`src/rtl/mat_mult_tiled_pkg.sv`:
```
// Shared state encoding and sizing helpers for the tiled matrix multiplier.
package mat_mult_pkg;

    typedef enum logic [2:0] {
        IDLE  = 3'd0,
        CLEAR = 3'd1,
        MAC   = 3'd2,
        DRAIN = 3'd3,
        WRITE = 3'd4,
        DONE  = 3'd5
    } state_t;

    // Accumulator width that cannot overflow for N products of two DW-bit operands.
    function automatic int unsigned acc_width(input int unsigned dw, input int unsigned n);
        return 2 * dw + int'($clog2(n));
    endfunction

    // Index width for a counter over n values, never narrower than one bit.
    function automatic int unsigned idx_width(input int unsigned n);
        return (n > 1) ? int'($clog2(n)) : 1;
    endfunction

endpackage

```
`src/rtl/mat_mult_tiled_mac_cell.sv`:
```
// One multiply-accumulate lane with synchronous clear, enable and signed/unsigned operand extension.
module mac_cell #(
    parameter int unsigned DW = 8,
    parameter int unsigned CW = 19
) (
    input  logic          clk,
    input  logic          reset,
    input  logic          clr,
    input  logic          en,
    input  logic          is_signed,
    input  logic [DW-1:0] a,
    input  logic [DW-1:0] b,
    output logic [CW-1:0] acc_next_c
);

    localparam int unsigned PW = 2 * DW;
    localparam int unsigned XW = CW - PW;

    logic [PW-1:0] a_ext;
    logic [PW-1:0] b_ext;
    logic [PW-1:0] prod;
    logic [CW-1:0] prod_ext;
    logic [CW-1:0] acc;

    // Low PW bits of the extended product are exact in both modes.
    always_comb begin
        a_ext      = is_signed ? {{DW{a[DW-1]}}, a} : {{DW{1'b0}}, a};
        b_ext      = is_signed ? {{DW{b[DW-1]}}, b} : {{DW{1'b0}}, b};
        prod       = a_ext * b_ext;
        prod_ext   = is_signed ? {{XW{prod[PW-1]}}, prod} : {{XW{1'b0}}, prod};
        acc_next_c = acc;
        if (clr) begin
            acc_next_c = '0;
        end else if (en) begin
            acc_next_c = acc + prod_ext;
        end
    end

    always_ff @(posedge clk or negedge reset) begin
        if (!reset) begin
            acc <= '0;
        end else begin
            acc <= acc_next_c;
        end
    end

endmodule

```
`src/rtl/mat_mult_tiled.sv`:
```
// Tiled NxN integer matrix multiplier: a TxT MAC array walks C tile by tile, streaming A/B
// from T-port read RAMs and writing each finished tile to C in row-major order.
module mat_mult_tiled
    import mat_mult_pkg::*;
#(
    parameter int unsigned N  = 8,
    parameter int unsigned T  = 2,
    parameter int unsigned DW = 8,
    parameter int unsigned AW = $clog2(N * N),
    parameter int unsigned CW = acc_width(DW, N)
) (
    input  logic            clk,
    input  logic            reset,
    input  logic            start,
    input  logic            is_signed,
    output logic [T*AW-1:0] a_addr,
    input  logic [T*DW-1:0] a_rdata,
    output logic [T*AW-1:0] b_addr,
    input  logic [T*DW-1:0] b_rdata,
    output logic            c_we,
    output logic [AW-1:0]   c_addr,
    output logic [CW-1:0]   c_wdata,
    output logic            busy,
    output logic            done,
    output logic [15:0]     cycle_cnt
);

    localparam int unsigned NT = N / T;
    localparam int unsigned KW = idx_width(N);
    localparam int unsigned TW = idx_width(T);
    localparam int unsigned IW = idx_width(NT);

    state_t        state;
    state_t        state_next;
    logic [KW-1:0] k;
    logic [KW-1:0] addr_k;
    logic [TW-1:0] wr_r;
    logic [TW-1:0] wr_c;
    logic [TW-1:0] wr_r_next;
    logic [TW-1:0] wr_c_next;
    logic [IW-1:0] ti;
    logic [IW-1:0] tj;
    logic          mode_signed;
    logic          rd_valid;
    logic          start_acc;
    logic          write_last;
    logic          tile_last;
    logic          busy_now;
    logic          acc_clr;
    logic [CW-1:0] acc_next [T][T];

    logic [T*AW-1:0] a_addr_d;
    logic [T*AW-1:0] b_addr_d;
    logic            c_we_d;
    logic [AW-1:0]   c_addr_d;
    logic [CW-1:0]   c_wdata_d;
    logic            busy_d;
    logic            done_d;

    assign start_acc  = (state == IDLE) && start;
    assign write_last = (state == WRITE) && (wr_r == TW'(T - 1)) && (wr_c == TW'(T - 1));
    assign tile_last  = (ti == IW'(NT - 1)) && (tj == IW'(NT - 1));
    assign busy_now   = state inside {CLEAR, MAC, DRAIN, WRITE};
    assign acc_clr    = (state == CLEAR);

    // State register.
    always_ff @(posedge clk or negedge reset) begin
        if (!reset) begin
            state <= IDLE;
        end else begin
            state <= state_next;
        end
    end

    // Next-state logic.
    always_comb begin
        state_next = state;
        unique case (state)
            IDLE:    if (start) state_next = CLEAR;
            CLEAR:   state_next = MAC;
            MAC:     if (k == KW'(N - 1)) state_next = DRAIN;
            DRAIN:   state_next = WRITE;
            WRITE:   if (write_last) state_next = tile_last ? DONE : CLEAR;
            DONE:    state_next = IDLE;
            default: state_next = IDLE;
        endcase
    end

    // Output logic: values that the output registers will hold during state_next.
    always_comb begin
        a_addr_d  = '0;
        b_addr_d  = '0;
        c_we_d    = 1'b0;
        c_addr_d  = '0;
        c_wdata_d = '0;
        busy_d    = state_next inside {CLEAR, MAC, DRAIN, WRITE};
        done_d    = (state_next == DONE);
        addr_k    = (state == MAC) ? k + KW'(1) : '0;
        wr_r_next = '0;
        wr_c_next = '0;
        if (state == WRITE) begin
            if (wr_c == TW'(T - 1)) begin
                wr_c_next = '0;
                wr_r_next = wr_r + TW'(1);
            end else begin
                wr_c_next = wr_c + TW'(1);
                wr_r_next = wr_r;
            end
        end
        if (state_next == MAC) begin
            for (int unsigned l = 0; l < T; l++) begin
                a_addr_d[l*AW +: AW] = AW'((32'(ti) * T + l) * N + 32'(addr_k));
                b_addr_d[l*AW +: AW] = AW'(32'(addr_k) * N + 32'(tj) * T + l);
            end
        end
        // Accumulator next-values are final on the DRAIN->WRITE edge and stable afterwards.
        if (state_next == WRITE) begin
            c_we_d    = 1'b1;
            c_addr_d  = AW'((32'(ti) * T + 32'(wr_r_next)) * N + 32'(tj) * T + 32'(wr_c_next));
            c_wdata_d = acc_next[wr_r_next][wr_c_next];
        end
    end

    // Output registers.
    always_ff @(posedge clk or negedge reset) begin
        if (!reset) begin
            a_addr  <= '0;
            b_addr  <= '0;
            c_we    <= 1'b0;
            c_addr  <= '0;
            c_wdata <= '0;
            busy    <= 1'b0;
            done    <= 1'b0;
        end else begin
            a_addr  <= a_addr_d;
            b_addr  <= b_addr_d;
            c_we    <= c_we_d;
            c_addr  <= c_addr_d;
            c_wdata <= c_wdata_d;
            busy    <= busy_d;
            done    <= done_d;
        end
    end

    // Run mode, k/write/tile counters, read-valid pipeline and busy-cycle counter.
    always_ff @(posedge clk or negedge reset) begin
        if (!reset) begin
            mode_signed <= 1'b0;
            rd_valid    <= 1'b0;
            k           <= '0;
            wr_r        <= '0;
            wr_c        <= '0;
            ti          <= '0;
            tj          <= '0;
            cycle_cnt   <= '0;
        end else begin
            rd_valid <= (state == MAC);
            k        <= addr_k;
            wr_r     <= wr_r_next;
            wr_c     <= wr_c_next;
            if (start_acc) begin
                mode_signed <= is_signed;
                ti          <= '0;
                tj          <= '0;
                cycle_cnt   <= '0;
            end else begin
                if (busy_now) begin
                    cycle_cnt <= cycle_cnt + 16'd1;
                end
                if (write_last) begin
                    if (tj == IW'(NT - 1)) begin
                        tj <= '0;
                        ti <= ti + IW'(1);
                    end else begin
                        tj <= tj + IW'(1);
                    end
                end
            end
        end
    end

    for (genvar r = 0; r < T; r++) begin : g_row
        for (genvar c = 0; c < T; c++) begin : g_col
            mac_cell #(
                .DW (DW),
                .CW (CW)
            ) u_mac (
                .clk        (clk),
                .reset      (reset),
                .clr        (acc_clr),
                .en         (rd_valid),
                .is_signed  (mode_signed),
                .a          (a_rdata[r*DW +: DW]),
                .b          (b_rdata[c*DW +: DW]),
                .acc_next_c (acc_next[r][c])
            );
        end
    end

endmodule

```
`config.mk`:
```
export PLATFORM = sky130hd
export DESIGN_NAME = mat_mult_tiled
export DESIGN_NICKNAME = d
export VERILOG_FILES = /design/src/rtl/mat_mult_tiled_pkg.sv /design/src/rtl/mat_mult_tiled_mac_cell.sv /design/src/rtl/mat_mult_tiled.sv
export SDC_FILE = /design/constraint.sdc
export NUM_CORES = 1
export LEC_CHECK = 0
export ABC_CLOCK_PERIOD_IN_PS = 16710
export BUFFER_PORTS_ARGS = -buffer_cell sky130_fd_sc_hd__buf_2
export CORE_MARGIN = 4
export CORE_UTILIZATION = 25
export DETAILED_ROUTE_END_ITERATION = 10
export PLACE_DENSITY = 0.43
export RECOVER_POWER = 50
export SLEW_MARGIN = 20
export SYNTH_ARGS = -nofsm -noshare
export SYNTH_HDL_FRONTEND = slang
export SYNTH_SLANG_ARGS = --single-unit
```
`constraint.sdc`:
```
create_clock -name clk -period 16.71 [get_ports clk]
set_clock_uncertainty 0.1 [all_clocks]
set_input_delay 1.671 -clock clk [delete_from_list [all_inputs] [get_ports clk]]
set_output_delay 1.671 -clock clk [all_outputs]
set_load 0.01 [all_outputs]
```
==> reports/results.txt, run 1 <==
CP Launch Point - a_rdata[8]
post-DP HPWL - 52800 um
CTS Hold Bufs - 0
number of fill cells - 10200
startpoint types - primary input
Min-Delay Path Class - reg -> reg
worst r2r src - mode_signed$_DFFE_PN0P_
min cycle time layout - 9700 ps
clock buffer depth - 2
Hold Vio Cnt, Final - 0
slowest library cell on the worst path - clkbuf_1
worst path bufs/invs - 5
Root Buffer - clkbuf_16
flop2flop setup slack - 8510 ps
Synth Warn # - 0
core area - 93700 um2
Primary FF master, synth - dfrtp_1
DRC - 0
CTS tree - yes
final setup vio count - 0
CTS clock-pin slew for the worst setup and hold paths - 70 ps
GRT Total Usage - 0.138
chip width - 316 um
unrepaired setup endpoints after global routing - no
violated checks - capacitance limit, slew limit
DRT Pass-1 Iters - 5
Worst-Margin Slew - 4520 ps
Slew headroom - -2.02
wire per inst - 16.9 um
largest net degree at the start of global routing - 79
vias in the first global route - 18100
post-synthesis cell type count - 76
routed vias - 17600
Mapped Area - 23800 um2
die height - 316 um
detailed-route vias per instance - 4.42
kind of critical path - in -> reg
cts repair resizes - 0
Critical Path RT - 16990 ps
hold_sp - k[0]$_DFF_PN0_
met1 WL - 34900 um
Placer Congestion - 0.809
Max Cap Violations - 4
fin nets - 3313
cells after synthesis - 2688
final WL - 67200 um
Max Freq - 103 MHz
Clk Latency, worst-skew pair - 440 ps
max incr delay on CP - 1270 ps
Starting Density - 0.254
Tcrit/Tclk final - 0.581
FFs w/ async S/R, synth - 1.00
Pins Over Slew Limit - 156
Area growth syn-to-layout - 9.02%
H-Tree Depth - 4
Post-synth EDFFs - 0
Post-DRT Antenna Nets - 0
die area - 100000 um2
Synth Area per Inst - 8.84 um2
CP max FO - 23
routed wl met2 - 28300 um
Worst EP arrival - 9980 ps
total length of routed met3 wires - 3030 um
CP endpoint kind - register
CTS Sinks - 142
IO buf count - 101
share of cells above drive strength 1 - 0.0373
flops & latches, synth - 142
grt ovf - 0
post-synthesis sequential area ratio - 0.150
Top Family by Delay on Critical Path - adder cells
status - complete, but fails checks
Iter 0 DRT Violations - 741
first-pass GRT wire length - 108000 um
CTS Buf Count - 17
antenna violations before repair - 2
Post-CTS Setup Bufs - 0
max layer used - met4
num ports - 104
# rows - 112
Final TNS setup - 0 ps
==> synthesized netlist by cell type (all sizes together), types with 38 or more instances <==
master,number,share of area
and2,234,0.062
nor3,42,0.0095
o21ai,54,0.011
inv,497,0.078
dfrtp,142,0.15
xnor2,136,0.050
nor2,173,0.027
ha,301,0.16
clkbuf,81,0.013
a21oi,117,0.025
nand2,125,0.020
and3,38,0.010
buf,40,0.010
mux2i,46,0.019
fa,276,0.23
xor2,51,0.019
==> layout make-up <==
type / instances / area (um2) / share of cell area
multi-input cells: 1929 / 17800 / 0.687
flip-flops and latches: 142 / 3560 / 0.137
inverters: 497 / 1870 / 0.0720
well taps: 1254 / 1570 / 0.0606
repair buffers: 113 / 495 / 0.0191
clock buffers: 18 / 439 / 0.0169
clock inverters: 12 / 161 / 0.00623
diodes: 4 / 10.0 / 0.000386
==> registers in the layout, summed over array words and instances (netlist names), 2 cells and up <==
| name | flops |
|---|---|
| g_row.g_col.u_mac.acc | 76 |
| c_wdata | 19 |
| cycle_cnt | 16 |
| a_addr | 6 |
| c_addr | 6 |
| k | 3 |
| state | 3 |
| b_addr | 2 |
| ti | 2 |
| tj | 2 |
==> worst paths after layout <==
path	to	depth (start not counted)
worst max-delay path	c_wdata[18]$_DFF_PN0_	29
worst min-delay path	k[0]$_DFF_PN0_	1
worst max register to register	c_wdata[18]$_DFF_PN0_	29
worst min register to register	k[0]$_DFF_PN0_	1
max in group asynchronous	rd_valid$_DFF_PN0_	1
min in group asynchronous	cycle_cnt[13]$_DFFE_PN0P_	1
==> placed cells by master, fill, tap and decap left out, types with 17 or more instances in the layout <==
cell,instances
a211oi_1,35
a21o_1,28
a21oi_1,117
a31oi_1,17
and2_1,231
and3_1,38
buf_2,33
clkbuf_1,72
clkbuf_16,17
dfrtp_1,141
fa_1,276
ha_1,301
inv_1,494
mux2i_1,46
nand2_1,125
nand2b_1,17
nand3_1,29
nor2_1,173
nor2b_1,25
nor3_1,39
o21a_1,30
o21ai_0,49
o21bai_1,18
xnor2_1,135
xor2_1,50
==> stage by stage <==
stage | cells | hold slack (ps) | setup slack (ps) | cell area (um2) | util
6_report | 3969 | 372 | 7010 | 25900 | 0.276
5_1_grt | 3965 | 418 | 6620 | 25900 | 0.276
4_1_cts | 3965 | 376 | 7680 | 26000 | 0.277
3_5_place_dp | 3935 | 365 | 7250 | 25400 | 0.271
3_3_place_gp | 3935 | 370 | 7240 | 25400 | 0.271
2_1_floorplan | 2689 | 334 | 8370 | 23800 | -
==> worst reg2reg max path, delay by kind of cell (launching register included) <==
family,cells,cell delay [ps]
AOI/OAI and AO/OA,6,990
xor gates and xnor gates,1,290
adders and majority gates,8,3430
buffers and inverters,6,840
DFF,1,350
muxes,1,370
and+or+nand+nor,7,1760
==> cell families after synthesis <==
| logic type | count (synthesis) | share of synthesized area |
|---|---|---|
| xor gates and xnor gates | 192 | 0.0743 |
| AOI/OAI and AO/OA | 377 | 0.103 |
| and+or+nand+nor | 733 | 0.160 |
| muxes | 48 | 0.0203 |
| adders and majority gates | 577 | 0.391 |
| DFF | 142 | 0.150 |
| other | 1 | 0.000158 |
| buffers and inverters | 618 | 0.101 |
==> routing by layer <==
metal | vias to the layer above | track usage
met5 | - | 0
met4 | 0 | 0.0248
met3 | 44 | 0.0204
met2 | 288 | 0.207
met1 | 8612 | 0.210
li1 | 8617 | -
Power of run 1 is left out: the tool's default activity adds up to more than one toggle a clock period on the data nets, which glitch-free logic cannot reach.
==> run 2: changes to the inputs <==
--- a/config.mk
+++ b/config.mk
@@ -5,12 +5,13 @@
 export SDC_FILE = /design/constraint.sdc
 export NUM_CORES = 1
 export LEC_CHECK = 0
-export ABC_CLOCK_PERIOD_IN_PS = 16710
+export ABC_AREA = 1
+export ABC_CLOCK_PERIOD_IN_PS = 8600
 export BUFFER_PORTS_ARGS = -buffer_cell sky130_fd_sc_hd__buf_2
 export CORE_MARGIN = 4
 export CORE_UTILIZATION = 25
 export DETAILED_ROUTE_END_ITERATION = 10
-export PLACE_DENSITY = 0.43
+export PLACE_DENSITY = 0.44
 export RECOVER_POWER = 50
 export SLEW_MARGIN = 20
 export SYNTH_ARGS = -nofsm -noshare
==> constraint.sdc (replaced) <==
create_clock -name clk -period 8.6 [get_ports clk]
set_clock_uncertainty 0.1 [all_clocks]
set_input_delay 0.86 -clock clk [delete_from_list [all_inputs] [get_ports clk]]
set_output_delay 0.86 -clock clk [all_outputs]
set_load 0.01 [all_outputs]
==> reports/results.txt, run 2 <==
status - complete, but fails checks (unchanged)
violated checks - capacitance limit, slew limit (unchanged)
Worst EP arrival - 8210 ps (was 9980 ps)
Synth Area per Inst - 7.20 um2 (was 8.84 um2)
CP most frequent cell - inv_1
max incr delay on CP - 530 ps (was 1270 ps)
CTS Hold Bufs - 0 (unchanged)
Root Buffer - clkbuf_16 (unchanged)
setup ws final - 572 ps (was 7010 ps)
detailed-route vias per instance - 4.21 (was 4.42)
Critical Path RT - 8780 ps (was 16990 ps)
chip width - 327 um (was 316 um)
DRC - 0 (unchanged)
unrepaired setup endpoints after global routing - no (unchanged)
Commonest cells post-synth - inv_1 (1038), nand2_1 (645), ha_1 (301) (was inv_1 (493), ha_1 (301), fa_1 (276))
CP endpoint kind - register (unchanged)
Final TNS setup - 0 ps (unchanged)
Synth Area in XOR/XNOR - 0.0402 (was 0.0743)
dominant cells by area after synthesis - fa_1 (22%), inv_1 (15%), ha_1 (15%) (was fa_1 (23%), ha_1 (16%), dfrtp_1 (15%))
final WL - 75800 um (was 67200 um)
antenna violations before repair - 5 (was 2)
vias in the first global route - 21400 (was 18100)
Starting Density - 0.253 (was 0.254)
post-synthesis sequential area ratio - 0.139 (was 0.150)
IO buf count - 101 (unchanged)
routed vias - 21100 (was 17600)
Clk Latency, worst-skew pair - 450 ps (was 440 ps)
clock buffer depth - 2 (unchanged)
# rows - 116 (was 112)
FFs w/ async S/R, synth - 1.00 (unchanged)
num ports - 104 (unchanged)
Yosys top cell by area - fa_1 (unchanged)
CTS clock-pin slew for the worst setup and hold paths - 70 ps (about the same)
Mapped Area - 25500 um2 (was 23800 um2)
Final Non-Filler Cells - 5000 (was 3969)
Yosys top cell area share - 0.217 (was 0.232)
die area - 107000 um2 (was 100000 um2)
Max Cap Violations - 1 (was 4)
Slew headroom - -2.67 (was -2.02)
Area growth syn-to-layout - 11.2% (was 9.02%)
post-DP HPWL - 63500 um (was 52800 um)
grt ovf - 0 (unchanged)
compound-cell area share of the yosys netlist - 0.0962 (was 0.103)
H-Tree Depth - 4 (unchanged)
Min-Delay Path Class - reg -> reg (unchanged)
post-synthesis cell type count - 57 (was 76)
Post-CTS Setup Bufs - 0 (unchanged)
Synth Area in Adders - 0.365 (was 0.391)
fin nets - 4243 (was 3313)
Placer Congestion - 0.844 (was 0.809)
worst slack, placed - 38.1 ps (was 7250 ps)
slowest library cell on the worst path - fa_1 (was clkbuf_1)
CTS Buf Count - 17 (unchanged)
Post-synth EDFFs - 0 (unchanged)
Worst-Margin Slew - 5500 ps (was 4520 ps)
Iter 0 DRT Violations - 910 (was 741)
CTS tree - yes (unchanged)
Tcrit/Tclk final - 0.933
Inst Count DP - 4968 (was 3935)
core area - 101000 um2 (was 93700 um2)
kind of critical path - reg -> reg (was in -> reg)
commonest non-fill, non-tap cells in the layout - inv_1 (1039), nand2_1 (645), ha_1 (301), fa_1 (276), a21oi_1 (210) (was inv_1 (494), ha_1 (301), fa_1 (276), and2_1 (231), nor2_1 (173))
Pins Over Slew Limit - 93 (was 156)
Synth Warn # - 0 (unchanged)
cells after synthesis - 3538 (was 2688)
top flop regs - g_row.g_col.u_mac.acc: 76 flops, c_wdata: 19 flops, cycle_cnt: 16 flops (unchanged)
min cycle time layout - 8030 ps
share of cells above drive strength 1 - 0.0640 (was 0.0373)
GRT Total Usage - 0.143 (was 0.138)
Post-DRT Antenna Nets - 0 (unchanged)
Largest register FFs - 76 (unchanged)
Simple-Gate Fraction of Synth Area - 0.183 (was 0.160)
Hold Vio Cnt, Final - 0 (unchanged)
main combinational cell family by area after synthesis - adder cells (unchanged)
CTS Sinks - 142 (unchanged)
wire per inst - 15.2 um (was 16.9 um)
most common cell after layout, fill and taps aside - inv_1 (unchanged)
startpoint types - register (was primary input)
flops & latches, synth - 142 (unchanged)
DRT Pass-1 Iters - 5 (unchanged)
first-pass GRT wire length - 121000 um (was 108000 um)
Max Freq - 125 MHz
largest net degree at the start of global routing - 93 (was 79)
die height - 327 um (was 316 um)
final setup vio count - 0 (unchanged)
mux cell area share after synthesis - 0 (was 0.0203)
CP max FO - 9 (was 23)
top-count cell post-synth - inv_1 (unchanged)
Primary FF master, synth - dfrtp_1 (unchanged)
Biggest register - g_row.g_col.u_mac.acc (unchanged)
Antenna Diode Count - 0 (was 4)
[run 2: cell count changes in the layout (fill, tap and decap cells not counted), moves of 35 or more]
cell     change
nand3_1     +87
o21ai_0     +78
and2_1     -227
mux2i_1     -46
buf_4       +77
inv_1      +545
and3_1      -35
xnor2_1     -95
a21oi_1     +93
nand2_1    +520
[run 2: worst max-delay path: cells and delay by family, from the launching register on]
kind,cells,cell delay [ps]
adder cells (fa/ha/maj),8,3470
AND/OR/NAND/NOR,12,1720
buffers and inverters,12,1150
AO/OA/AOI/OAI,6,790
flip-flops,1,370
XOR/XNOR,1,210
[run 2: kinds of logic (layout without fill, tap and decap cells)]
family	count (synthesis)	count (layout)
AOI/OAI and AO/OA	440	440
xor gates and xnor gates	116	116
adders and majority gates	577	577
buffers and inverters	1169	1273
DFF	142	142
other	1	2
and+or+nand+nor	1093	1093
[run 2: worst paths after layout]
path / cells after the start / slack, ps / endpoint / startpoint
setup / recovery: 39 / 570 / c_wdata[17]$_DFF_PN0_ / mode_signed$_DFFE_PN0P_
hold / removal: 1 / 370 / k[0]$_DFF_PN0_ / k[0]$_DFF_PN0_
setup reg to reg: 39 / 570 / c_wdata[17]$_DFF_PN0_ / mode_signed$_DFFE_PN0P_
hold reg to reg: 1 / 370 / k[0]$_DFF_PN0_ / k[0]$_DFF_PN0_
max in group asynchronous: 1 / 2220 / rd_valid$_DFF_PN0_ / reset
min in group asynchronous: 1 / 2320 / cycle_cnt[13]$_DFFE_PN0P_ / reset
[run 2: metrics by stage]
step                      instance area, um2  utilization  hold slack, ps
after global routing                   28300        0.282             408
after detailed placement               27800        0.277             366
final                                  28300        0.282             374
after floorplan                        25500            -             332
after global placement                 27800        0.277             367
after CTS                              28400        0.283             376
[run 2: timing repair]
| action | 4_1_cts | 5_1_grt |
|---|---|---|
| endpoints found under the setup margin | 0 | 2 |
| gates resized for setup | 0 | 2 |
| hold endpoints to repair | 0 | 0 |
[run 2: area by class of cell]
cell class | instances | area, um2
Fill cell | 11200 | 72300
Multi-Input combinational cell | 2228 | 17400
Inverter | 1050 | 3940
Sequential cell | 142 | 3560
Tap cell | 1357 | 1700
Timing Repair Buffer | 191 | 1110
Clock buffer | 18 | 439
Clock inverter | 14 | 143
[run 2: layer usage]
metal,part of all wire,GRT usage
met2,0.45,0.235
met3,0.031,0.0153
met1,0.50,0.204
met5,0,0
met4,0.018,0.0294
Power of run 2 is left out for the same reason.
